File: src/rtl/y86_pkg.sv
// rtl/y86_pkg.sv - shared y86 constants and memory arbiter state encoding
package y86_pkg;

  localparam logic [3:0] SAOK = 4'b0001;
  localparam logic [3:0] SHLT = 4'b0010;
  localparam logic [3:0] SADR = 4'b0100;
  localparam logic [3:0] SINS = 4'b1000;

  localparam logic [3:0] IMRMOVQ = 4'h5;
  localparam logic [3:0] IPOPQ   = 4'hB;
  localparam logic [3:0] IRET    = 4'h9;
  localparam logic [3:0] IJXX    = 4'h7;

  localparam int FETCH_BYTES = 10;
  localparam int DATA_BYTES  = 8;

  typedef enum logic [1:0] {
    ARB_IDLE  = 2'd0,
    ARB_FETCH = 2'd1,
    ARB_DATA  = 2'd2,
    ARB_DRAIN = 2'd3
  } arb_state_e;

endpackage

File: src/rtl/arb_range_chk.sv
// rtl/arb_range_chk.sv - address plus access length versus memory size fault check
module arb_range_chk #(
  parameter int ADDR_W    = 64,
  parameter int MEM_BYTES = 8192,
  parameter int LEN       = 8
) (
  input  logic [ADDR_W-1:0] addr_i,
  output logic              fault_o
);

  // One extra bit so an address that wraps past the top still reads as out of range.
  logic [ADDR_W:0] end_addr;

  assign end_addr = {1'b0, addr_i} + (ADDR_W+1)'(LEN);
  assign fault_o  = end_addr > (ADDR_W+1)'(MEM_BYTES);

endmodule

File: src/rtl/mem_port_arbiter.sv
// rtl/mem_port_arbiter.sv - shares one memory port between fetch and data, data first
module mem_port_arbiter
  import y86_pkg::*;
#(
  parameter int ADDR_W    = 64,
  parameter int MEM_BYTES = 8192
) (
  input  logic              clk,
  input  logic              rst_n,
  input  logic              f_req,
  input  logic [ADDR_W-1:0] f_addr,
  input  logic              flush,
  output logic              f_valid,
  output logic [79:0]       f_rdata,
  output logic              f_err,
  input  logic              m_req,
  input  logic              m_we,
  input  logic [ADDR_W-1:0] m_addr,
  input  logic [63:0]       m_wdata,
  output logic              m_valid,
  output logic [63:0]       m_rdata,
  output logic              m_err,
  output logic              f_mem_stall,
  output logic              m_mem_stall,
  output logic              mem_req,
  output logic              mem_we,
  output logic [ADDR_W-1:0] mem_addr,
  output logic [63:0]       mem_wdata,
  input  logic              mem_ack,
  input  logic [79:0]       mem_rdata,
  input  logic              mem_err
);

  arb_state_e        state_q, state_d;
  logic              mem_req_q, mem_req_d;
  logic              mem_we_q, mem_we_d;
  logic [ADDR_W-1:0] mem_addr_q, mem_addr_d;
  logic [63:0]       mem_wdata_q, mem_wdata_d;
  logic              f_valid_q, f_valid_d;
  logic [79:0]       f_rdata_q, f_rdata_d;
  logic              f_err_q, f_err_d;
  logic              m_valid_q, m_valid_d;
  logic [63:0]       m_rdata_q, m_rdata_d;
  logic              m_err_q, m_err_d;

  logic f_fault, m_fault, ack, grant_en, m_cand, f_cand;

  arb_range_chk #(.ADDR_W(ADDR_W), .MEM_BYTES(MEM_BYTES), .LEN(FETCH_BYTES)) u_f_chk (
    .addr_i (f_addr),
    .fault_o(f_fault)
  );

  arb_range_chk #(.ADDR_W(ADDR_W), .MEM_BYTES(MEM_BYTES), .LEN(DATA_BYTES)) u_m_chk (
    .addr_i (m_addr),
    .fault_o(m_fault)
  );

  assign ack      = mem_ack & (state_q != ARB_IDLE);
  assign grant_en = (state_q == ARB_IDLE) | ack;
  // A port completing now or pulsing valid still holds its request; don't reissue it.
  assign m_cand   = m_req & ~m_valid_q & ~(ack & (state_q == ARB_DATA));
  assign f_cand   = f_req & ~flush & ~f_valid_q & ~(ack & (state_q == ARB_FETCH));

  always_comb begin
    state_d     = state_q;
    mem_req_d   = mem_req_q;
    mem_we_d    = mem_we_q;
    mem_addr_d  = mem_addr_q;
    mem_wdata_d = mem_wdata_q;
    f_valid_d   = 1'b0;
    f_rdata_d   = f_rdata_q;
    f_err_d     = f_err_q;
    m_valid_d   = 1'b0;
    m_rdata_d   = m_rdata_q;
    m_err_d     = m_err_q;

    if (ack) begin
      state_d     = ARB_IDLE;
      mem_req_d   = 1'b0;
      mem_we_d    = 1'b0;
      mem_addr_d  = '0;
      mem_wdata_d = '0;
      if (state_q == ARB_FETCH && !flush) begin
        f_valid_d = 1'b1;
        f_rdata_d = mem_rdata;
        f_err_d   = mem_err;
      end
      if (state_q == ARB_DATA) begin
        m_valid_d = 1'b1;
        m_err_d   = mem_err;
        m_rdata_d = (mem_we_q || mem_err) ? 64'd0 : mem_rdata[63:0];
      end
    end else if (state_q == ARB_FETCH && flush) begin
      state_d = ARB_DRAIN;
    end

    if (grant_en) begin
      if (m_cand) begin
        if (m_fault) begin
          m_valid_d = 1'b1;
          m_err_d   = 1'b1;
          m_rdata_d = '0;
        end else begin
          state_d     = ARB_DATA;
          mem_req_d   = 1'b1;
          mem_we_d    = m_we;
          mem_addr_d  = m_addr;
          mem_wdata_d = m_wdata;
        end
      end else if (f_cand) begin
        if (f_fault) begin
          f_valid_d = 1'b1;
          f_err_d   = 1'b1;
          f_rdata_d = '0;
        end else begin
          state_d     = ARB_FETCH;
          mem_req_d   = 1'b1;
          mem_we_d    = 1'b0;
          mem_addr_d  = f_addr;
          mem_wdata_d = '0;
        end
      end
    end
  end

  always_ff @(posedge clk or negedge rst_n) begin
    if (!rst_n) begin
      state_q     <= ARB_IDLE;
      mem_req_q   <= 1'b0;
      mem_we_q    <= 1'b0;
      mem_addr_q  <= '0;
      mem_wdata_q <= '0;
      f_valid_q   <= 1'b0;
      f_rdata_q   <= '0;
      f_err_q     <= 1'b0;
      m_valid_q   <= 1'b0;
      m_rdata_q   <= '0;
      m_err_q     <= 1'b0;
    end else begin
      state_q     <= state_d;
      mem_req_q   <= mem_req_d;
      mem_we_q    <= mem_we_d;
      mem_addr_q  <= mem_addr_d;
      mem_wdata_q <= mem_wdata_d;
      f_valid_q   <= f_valid_d;
      f_rdata_q   <= f_rdata_d;
      f_err_q     <= f_err_d;
      m_valid_q   <= m_valid_d;
      m_rdata_q   <= m_rdata_d;
      m_err_q     <= m_err_d;
    end
  end

  assign mem_req     = mem_req_q;
  assign mem_we      = mem_we_q;
  assign mem_addr    = mem_addr_q;
  assign mem_wdata   = mem_wdata_q;
  assign f_valid     = f_valid_q;
  assign f_rdata     = f_rdata_q;
  assign f_err       = f_err_q;
  assign m_valid     = m_valid_q;
  assign m_rdata     = m_rdata_q;
  assign m_err       = m_err_q;
  assign f_mem_stall = f_req & ~f_valid_q;
  assign m_mem_stall = m_req & ~m_valid_q;

endmodule

File: config.mk
export PLATFORM = sky130hd
export DESIGN_NAME = mem_port_arbiter
export DESIGN_NICKNAME = d
export VERILOG_FILES = /design/src/rtl/y86_pkg.sv /design/src/rtl/arb_range_chk.sv /design/src/rtl/mem_port_arbiter.sv
export SDC_FILE = /design/constraint.sdc
export NUM_CORES = 1
export LEC_CHECK = 0
export CORE_AREA = 10 10 212 214
export CTS_BUF_LIST = sky130_fd_sc_hd__clkbuf_4
export DETAILED_ROUTE_END_ITERATION = 12
export DIE_AREA = 0 0 222 224
export PLACE_DENSITY = 0.71
export SLEW_MARGIN = 10
export SYNTH_ARGS = -nofsm -noshare
export SYNTH_HDL_FRONTEND = slang
export SYNTH_SLANG_ARGS = --single-unit
File: constraint.sdc
create_clock -name clk -period 3.55 [get_ports clk]
set_clock_uncertainty 0.05 [all_clocks]
set_input_delay 0.71 -clock clk [delete_from_list [all_inputs] [get_ports clk]]
set_output_delay 0.71 -clock clk [all_outputs]
set_load 0.005 [all_outputs]
Yosys cells after proc, flatten, opt, wreduce, memory -nomap -nowiden:

Index checks and enable logic that the tools add are counted.

* $add $sub $neg: 2
* multiply operators: 0
* divide/modulo/power cells: 0
* $lt $le $gt $ge: 2
* equality and inequality tests: 2
* shifts and indexed selects: 0
* mux-type cells: 65
* bitwise operators: 15
* reduce and logical (&&, ||, !) cells: 6

Operators by type and width (count)
* $mux 64: 18
* $mux 80: 6
* $add 64x4->65 const B: 2
* $gt 65x14->1 const B: 2
* $mux 1: 34
* $mux 2: 7
* $and 1x1->1: 9
* $not 1->1: 5
* $eq 2x1->1 const B: 1
* $eq 2x2->1 const B: 1
* $logic_and 1x1->1: 2
* $logic_not 2->1: 1
* $reduce_bool 2->1: 1
* $logic_not 1->1: 1
* $logic_or 1x1->1: 1
* $or 1x1->1: 1

* register bits: 280
* bits in latches: 0
* memory bits (writable): 0
* ROM bits: 0
* output and inout bits: 280
* memories: 0

Depth between registers and ports, before layout:

Gate-level depths: netlist (run 1).

* depth in word-level cells: 8
* gate-level depth with buffers: 15

By module:

Synthesis (run 1) repeated with hierarchy kept, for this count alone.

* cells, all modules: 1784
* area, all modules: 15228.4 um^2

Modules (own cells, without submodules)
* mem_port_arbiter: times used 1, cells each 1299, area an instance 12246.7 um^2, sequential area each 7006.7 um^2
* arb_range_chk at u_f_chk: times used 1, cells each 251, area an instance 1522.7 um^2, sequential area each 0.0 um^2
* arb_range_chk at u_m_chk: times used 1, cells each 234, area an instance 1458.9 um^2, sequential area each 0.0 um^2

Least setup slack after synthesis (run 1):

OpenSTA, ideal clock, no wires.

* path kind: input to register
* start point: input port m_addr[3]
* end point: register mem_addr_q[10] (netlist: mem_addr[10])
* library setup time: 0.137 ns
* arrival: 3.846 ns
* slack: -0.483 ns
* cell stages on the path: 14
* path buffers: 3
* path through: ha_1 -> and3_1 -> clkbuf_1 -> nand4_1 -> or4_1 -> nor4_1 -> a21oi_1 -> a2111o_1 -> or2_2 -> or4_1 -> buf_2 -> buf_6 -> a221oi_1 -> a21oi_1

* longest elaborated chain between the ends: 5

Ends and longest elaborated chain
* start: declaration: line mem_port_arbiter.sv:18 `input logic [ADDR_W-1:0] m_addr,`
* $add 64x4->65: line arb_range_chk.sv:14 `assign end_addr = {1'b0, addr_i} + (ADDR_W+1)'(LEN);`
* $gt 65x14->1: line arb_range_chk.sv:15 `assign fault_o = end_addr > (ADDR_W+1)'(MEM_BYTES);`
* $mux 64: line mem_port_arbiter.sv:99 `if (m_fault) begin`
* $mux 64: line mem_port_arbiter.sv:98 `if (m_cand) begin`
* $mux 64: line mem_port_arbiter.sv:97 `if (grant_en) begin`
* via mem_addr_d[10]: line mem_port_arbiter.sv:37 `logic [ADDR_W-1:0] mem_addr_q, mem_addr_d;`
* end signal: assignment: line mem_port_arbiter.sv:143 `mem_addr_q <= mem_addr_d;`
* end: declaration: line mem_port_arbiter.sv:37

The timed path passes the listed nets, and every way through them passes these cells.

Worst setup path after layout (run 1):

* start point: input port m_addr[30]
* end point: register mem_wdata_q[53] (netlist: mem_wdata[53])

* longest elaborated chain between the ends: 5

Ends and longest elaborated chain
* $add 64x4->65: line arb_range_chk.sv:14
* $gt 65x14->1: line arb_range_chk.sv:15
* $mux 64: line mem_port_arbiter.sv:99
* $mux 64: line mem_port_arbiter.sv:98
* $mux 64: line mem_port_arbiter.sv:97
* via mem_wdata_d[53]: line mem_port_arbiter.sv:38 `logic [63:0] mem_wdata_q, mem_wdata_d;`
* end signal: assignment: line mem_port_arbiter.sv:144 `mem_wdata_q <= mem_wdata_d;`
* end: declaration: line mem_port_arbiter.sv:38

The timed path passes the listed nets, and every way through them passes these cells.

==> results of run 1 <==
metrics by stage:
| step | setup TNS, ns | instances |
|---|---|---|
| finish | -0.0824 | 3155 |
| global route | -3.37 | 3154 |
| CTS | 0 | 3129 |
| detailed placement | -317.61 | 2967 |
| global placement | -317.60 | 2967 |
| floorplan | -27.29 | 1667 |
repair_timing:
item	in CTS	in global routing
resized for setup	103	186
hold buffers	1	0
setup buffers	20	10
pin swaps	25	46
hold endpoints to repair	83	0
endpoints found under the setup margin	275	244
gates cloned	2	10
registers in the layout, indices dropped and copies added (netlist names):
register and cells:
f_rdata 80, m_rdata 64, mem_addr 64, mem_wdata 64, state_q 2, f_err 1, f_valid 1, m_err 1
m_valid 1, mem_req 1, mem_we 1
worst register-to-register path: cells and delay by family, from the launching register on:
family,cells,cell delay [ns]
AND/OR/NAND/NOR,4,0.82
buffers and inverters,4,0.72
AO/OA/AOI/OAI,4,0.68
flip-flops,1,0.39
metal layers:
layer	share of wire, %	up-vias	global-route usage [%]
met4	3.0	2	10.4
met2	48	738	46.1
li1	-	7833	-
met3	9.1	128	9.45
met1	39	8347	32.5
met5	0.026	-	0
worst max-delay path by stage:
stage,endpoint,slack [ns],depth (start not counted)
after global routing,mem_wdata[53],-0.12,17
after CTS,mem_wdata[45],0.005,14
after floorplan,mem_addr[3],-0.24,14
after detailed placement,mem_addr[9],-1.24,13
after global placement,mem_addr[3],-1.22,13
final,mem_wdata[53],-0.05,16
synthesized netlist by cell type (15+ instances only):
cell	count	share of area [%]
a21oi_1	220	7.5
xnor2_1	15	0.90
nor3_1	24	0.82
mux2i_1	22	1.5
o21ai_0	30	1.0
nand3_1	120	4.1
and4_1	15	0.90
xor2_1	18	1.1
inv_1	15	0.38
nor2_1	45	1.2
and2_1	71	3.0
and3_1	29	1.2
dfrtp_1	280	48
nand3b_1	44	2.3
clkbuf_1	89	2.3
nor4_1	37	1.6
nand2_1	326	8.4
or4_1	18	0.92
a22o_1	25	1.5
nand4_1	55	2.4
cells by family after synthesis:
logic type                 Yosys count  synth area share, %
AOI/OAI and AO/OA                  361                 15.0
muxes                               27                 1.89
adders and majority gates            2                0.171
buffers and inverters              126                 3.69
and+or+nand+nor                    838                 29.4
xor gates and xnor gates            33                 1.98
DFF                                280                 47.9
power by group:
group / internal [mW] / switching [mW] / total (mW)
Combinational: 0.656 / 0.573 / 1.23
Sequential: 3.24 / 0.0400 / 3.28
Clock: 1.68 / 1.45 / 3.13
cell type report:
| class | instances | area [um2] | share of cell area (%) |
|---|---|---|---|
| inverters | 15 | 56.3 | 0.223 |
| clock buffers | 119 | 893 | 3.53 |
| diodes | 6 | 15.0 | 0.0594 |
| multi-input cells | 1261 | 7770 | 30.7 |
| flip-flops and latches | 280 | 7010 | 27.7 |
| well taps | 532 | 666 | 2.63 |
| repair buffers | 922 | 8730 | 34.5 |
| clock inverters | 20 | 144 | 0.569 |
==> metrics.md, run 1 <==
| Metric | Value |
|---|---|
| Antenna violations before repair | `6` |
| Leakage | `10.7 nW` |
| Most frequent cells in the layout | `clkdlybuf4s50_1 (476), buf_4 (324), nand2_1 (323), dfrtp_1 (280), a21oi_1 (172)` |
| Failing checks | `setup timing` |
| Worst hold start | `f_addr[11]` |
| Mapped cell area | `14600 um2` |
| Area post-placement | `23400 um2` |
| Share of cells above drive strength 1 | `26.3%` |
| CP Launch Type | `input pin` |
| Max_cap viols | `0` |
| Initial DRC Count | `1525` |
| Crit-path max FO | `5` |
| Final-layout fill cell count | `3448` |
| Hold Crit Class | `input pin to register` |
| Seq/Total Area, Yosys | `47.9%` |
| Total track usage | `27.7%` |
| Status | `finished with violations` |
| First-pass GRT wire length | `108000 um` |
| Slew margin rel. | `31.4%` |
| Pre-CTS setup slack | `-1.24 ns` |
| Count of different cell masters after synthesis | `66` |
| Num CTS Buffers | `79` |
| CP delay by family, top | `simple AND/OR/NAND/NOR gates` |
| Residual DRC count | `0` |
| Largest net degree at the start of global routing | `91` |
| VDD IR-drop max | `0.287 mV` |
| Rows | `74` |
| Sink Count | `280` |
| RSZ-0062 raised after global routing | `true` |
| Worst path bufs/invs | `6` |
| HPWL after DPL | `54800 um` |
| Tcrit/Tclk final | `101%` |
| Slew Limit Fails | `0` |
| Clk_lat worst skew | `0.79 ns` |
| IO Port Bufs | `559` |
| Slowest-stage cell, CP | `or4_4` |
| Final hold viol count | `0` |
| Core area | `40600 um2` |
| Root buf cell | `clkbuf_4` |
| Yosys Warn Count | `0` |
| Nets | `2841` |
| Worst Setup Slack, final | `-0.0494 ns` |
| Die height | `224 um` |
| Routed WL | `73100 um` |
| Design area | `25300 um2` |
| Detailed Routing Iterations Pass 1 | `6` |
| Vias in the first global route | `17500` |
| Worst setup EP type | `register` |
| Worst Path Required | `4.23 ns` |
| Tmin final | `3.60 ns` |
| CP arrival | `4.27 ns` |
| Synth async-reset ratio | `100%` |
| Syn_nets | `1949` |
| Worst Hold End | `mem_addr[11]` |
| Initial Util | `36.1%` |
| Power after layout | `7.64 mW` |
| Crit path from | `m_addr[30]` |
| Global placer's final weighted congestion | `0.953` |
| Overflow after GRT | `0` |
| Avg WL per Cell | `23.2 um` |
| FF-to-FF setup slack | `0.80 ns` |
| CTS H-tree lvls | `3` |
| Worst r2r path cells | `12` |
| Worst-margin pin slew | `1.03 ns` |
| CP cell instances | `dlygate4sd2_1 -> and3_4 -> nand4_1 -> buf_4 -> or4_4 -> or4_4 -> a21oi_2 -> a2111o_1 -> or2_4 -> buf_4 -> nor3_4 -> buf_6 -> a211oi_4 -> clkbuf_16 -> clkbuf_16 -> a22o_1` |
| FF+latch count, synth | `280` |
| Worst path max stage delay | `0.56 ns` |
| Post-synth EDFFs | `0` |
| PwrDens | `302 nW/um2` |
| Die Wd | `222 um` |
| Syn Inst Count | `1667` |
| Worst R2R End | `mem_wdata[53]` |
| Die area | `49700 um2` |
| Vias per cell | `5.40` |
| Vias | `17000` |
| Highest Clock Rate | `0.278 GHz` |
| Critical path type | `input pin to register` |
| Worst hold path cell count | `4` |
| Remaining antenna violation count | `0` |
| Worst r2r src | `f_valid` |
| Synth-to-layout area growth | `72.8%` |
| Clk pin slew, worst setup/hold paths | `0.06 ns` |
| Hold WS | `0.286 ns` |
| # setup viols final | `7` |
| Final Util | `62.3%` |
| Max clock buf depth | `3` |
| IO Pins | `560` |
| Most common cell after layout, fill and taps aside | `clkdlybuf4s50_1` |
| Syn Area/Cell | `8.78 um2` |
| Post-synth top flop | `dfrtp_1` |
| CTS tree | `done` |
(Power assumes the default switching activity.)
==> inputs of run 2 (changes only) <==
Settings changed: GPL_ROUTABILITY_DRIVEN set to 0.
==> metrics.md, run 2 (synthesis gave the netlist of run 1 again) <==
| Metric | Value |
|---|---|
| Die height | `224 um (unchanged)` |
| Avg WL per Cell | `22.0 um (-4.8%)` |
| Routed WL | `69000 um (-5.5%)` |
| Pre-CTS setup slack | `-1.07 ns (+0.175 ns)` |
| Final hold viol count | `0 (unchanged)` |
| Worst path max stage delay | `0.53 ns (-0.03 ns)` |
| Num CTS Buffers | `80 (+1.3%)` |
| Power after layout | `7.40 mW (-3.1%)` |
| # setup viols final | `14 (+7)` |
| Area post-placement | `23300 um2 (-0.46%)` |
| Largest net degree at the start of global routing | `69 (-24%)` |
| Sink Count | `280 (unchanged)` |
| Failing checks | `setup timing` |
| Antenna violations before repair | `7 (+1)` |
| Highest Clock Rate | `0.277 GHz (-0.24%)` |
| CP dominant cell by count | `buf_12` |
| Overflow after GRT | `0 (unchanged)` |
| Worst Setup Slack, final | `-0.0581 ns (-0.00868 ns)` |
| First-pass GRT wire length | `105000 um (-3.4%)` |
| Critical path type | `input pin to register` |
| Slew Limit Fails | `0 (unchanged)` |
| Root buf cell | `clkbuf_4` |
| IO Pins | `560 (unchanged)` |
| Nets | `2820 (-0.74%)` |
| Max reg flops | `80 (unchanged)` |
| HPWL after DPL | `52100 um (-4.8%)` |
| Most frequent cells in the layout | `clkdlybuf4s50_1 (470), nand2_1 (323), buf_4 (306), dfrtp_1 (280), a21oi_1 (170)` |
| Worst setup EP type | `register` |
| Worst-margin pin slew | `0.779 ns (-0.250 ns)` |
| Tmin final | `3.61 ns (+0.00868 ns)` |
| Slowest-stage cell, CP | `or4_4` |
| Die Wd | `222 um (unchanged)` |
| Cell Count, Final, Fillers Out | `3133 (-0.70%)` |
| Status | `finished with violations` |
| CTS tree | `done` |
| Remaining antenna violation count | `0 (unchanged)` |
| VDD IR-drop max | `0.313 mV (+9.1%)` |
| Clk pin slew, worst setup/hold paths | `0.06 ns (about the same)` |
| Core area | `40600 um2 (unchanged)` |
| Inst Count DP | `2951 (-0.54%)` |
| Max clock buf depth | `3 (unchanged)` |
| CP cell instances | `clkdlybuf4s50_1 -> and4_4 -> nand3_2 -> or2_4 -> or4_4 -> a22o_1 -> nor4_2 -> nand2_1 -> buf_6 -> nor3_4 -> buf_6 -> a211oi_4 -> buf_12 -> buf_12 -> buf_12 -> a22o_1` |
| Leakage | `10.6 nW (-1.1%)` |
| CTS H-tree lvls | `3 (unchanged)` |
| Share of cells above drive strength 1 | `24.7% (-1.5 points)` |
| Total track usage | `26.5% (-1.2 points)` |
| Vias in the first global route | `17600 (+0.60%)` |
| Hold Crit Class | `input pin to register` |
| Design area | `25000 um2 (-1.2%)` |
| Worst Path Required | `4.10 ns (-0.13 ns)` |
| Rows | `74 (unchanged)` |
| CP arrival | `4.16 ns (-0.11 ns)` |
| CP delay by family, top | `simple AND/OR/NAND/NOR gates` |
| Synth-to-layout area growth | `70.8%` |
| Vias per cell | `5.47 (+1.2%)` |
| Vias | `17100 (+0.54%)` |
| RSZ-0062 raised after global routing | `true` |
| Residual DRC count | `0 (unchanged)` |
| Tcrit/Tclk final | `102% (+0.24 points)` |
| Most common cell after layout, fill and taps aside | `clkdlybuf4s50_1` |
| Worst path bufs/invs | `6 (unchanged)` |
| Initial Util | `36.1% (unchanged)` |
| Slew margin rel. | `48.1% (+17 points)` |
| Max_cap viols | `0 (unchanged)` |
| CP Launch Type | `input pin` |
| Detailed Routing Iterations Pass 1 | `7 (+1)` |
| Crit-path max FO | `17 (+12)` |
| Die area | `49700 um2 (unchanged)` |
| PwrDens | `296 nW/um2 (-1.9%)` |
| Initial DRC Count | `1608 (+5.4%)` |
| Clk_lat worst skew | `0.75 ns (-0.04 ns)` |
| IO Port Bufs | `559 (unchanged)` |
[run 2: area by class of cell]
class / instances / area, um2
fillers: 3400 / 15600
repair buffers: 900 / 8500
multi-input cells: 1261 / 7770
flip-flops and latches: 280 / 7010
clock buffers: 116 / 871
well taps: 532 / 666
clock inverters: 22 / 97.6
inverters: 15 / 56.3
diodes: 7 / 17.5
[run 2: what timing repair did]
item | CTS | global route
setup buffers | 19 | 15
gates resized for setup | 100 | 136
endpoints found under the hold margin | 57 | 0
hold buffers | 1 | 0
pin swaps | 25 | 41
setup endpoints to repair | 265 | 235
gates cloned | 3 | 0
[run 2: final timing paths]
| kind | from | end | slack [ns] | depth (start not counted) |
|---|---|---|---|---|
| setup / recovery | m_addr[43] | mem_wdata[51] | -0.06 | 16 |
| hold / removal | f_addr[11] | mem_addr[11] | 0.34 | 4 |
| setup reg to reg | f_valid | mem_wdata[51] | 0.78 | 13 |
| hold reg to reg | mem_addr[22] | mem_addr[22] | 0.44 | 1 |
| max in group asynchronous | rst_n | mem_addr[43] | 2.17 | 3 |
| min in group asynchronous | rst_n | f_rdata[37] | 0.45 | 2 |
[run 2: power by group]
| part | switching [mW] | total (mW) | internal [mW] |
|---|---|---|---|
| Combinational | 0.554 | 1.20 | 0.649 |
| Clock | 1.41 | 2.91 | 1.49 |
| Sequential | 0.0545 | 3.29 | 3.24 |
| Total | 2.02 | 7.40 | 5.38 |
[run 2: through the flow]
stage	setup TNS, ns	hold slack (ns)	utilization [%]
final	-0.180	0.340	61.6
after global routing	-0.537	0.326	61.6
after CTS	-0.260	0.354	60.8
after detailed placement	-267.40	0.425	57.4
after global placement	-253.21	0.412	57.4
after floorplan	-27.29	0.364	-
[run 2: worst register-to-register path, cell delays in order (launching register included)]
cell and delay [ns]:
dfrtp_1 0.40, nor2b_1 0.11, buf_4 0.14, o211ai_1 0.11
a211o_1 0.25, nor4_1 0.27, nand4_1 0.19, nor4_4 0.28
buf_4 0.16, a211oi_4 0.06, buf_12 0.15, buf_12 0.12
buf_12 0.15, a22o_1 0.22
[run 2: metal layers]
layer / share of wire, % / wire length, um / global-route usage [%]
met1: 38 / 26100 / 30.7
met2: 47 / 32700 / 43.4
met3: 11 / 7430 / 9.62
met4: 4.0 / 2800 / 11.3
met5: 0.020 / 14 / 0
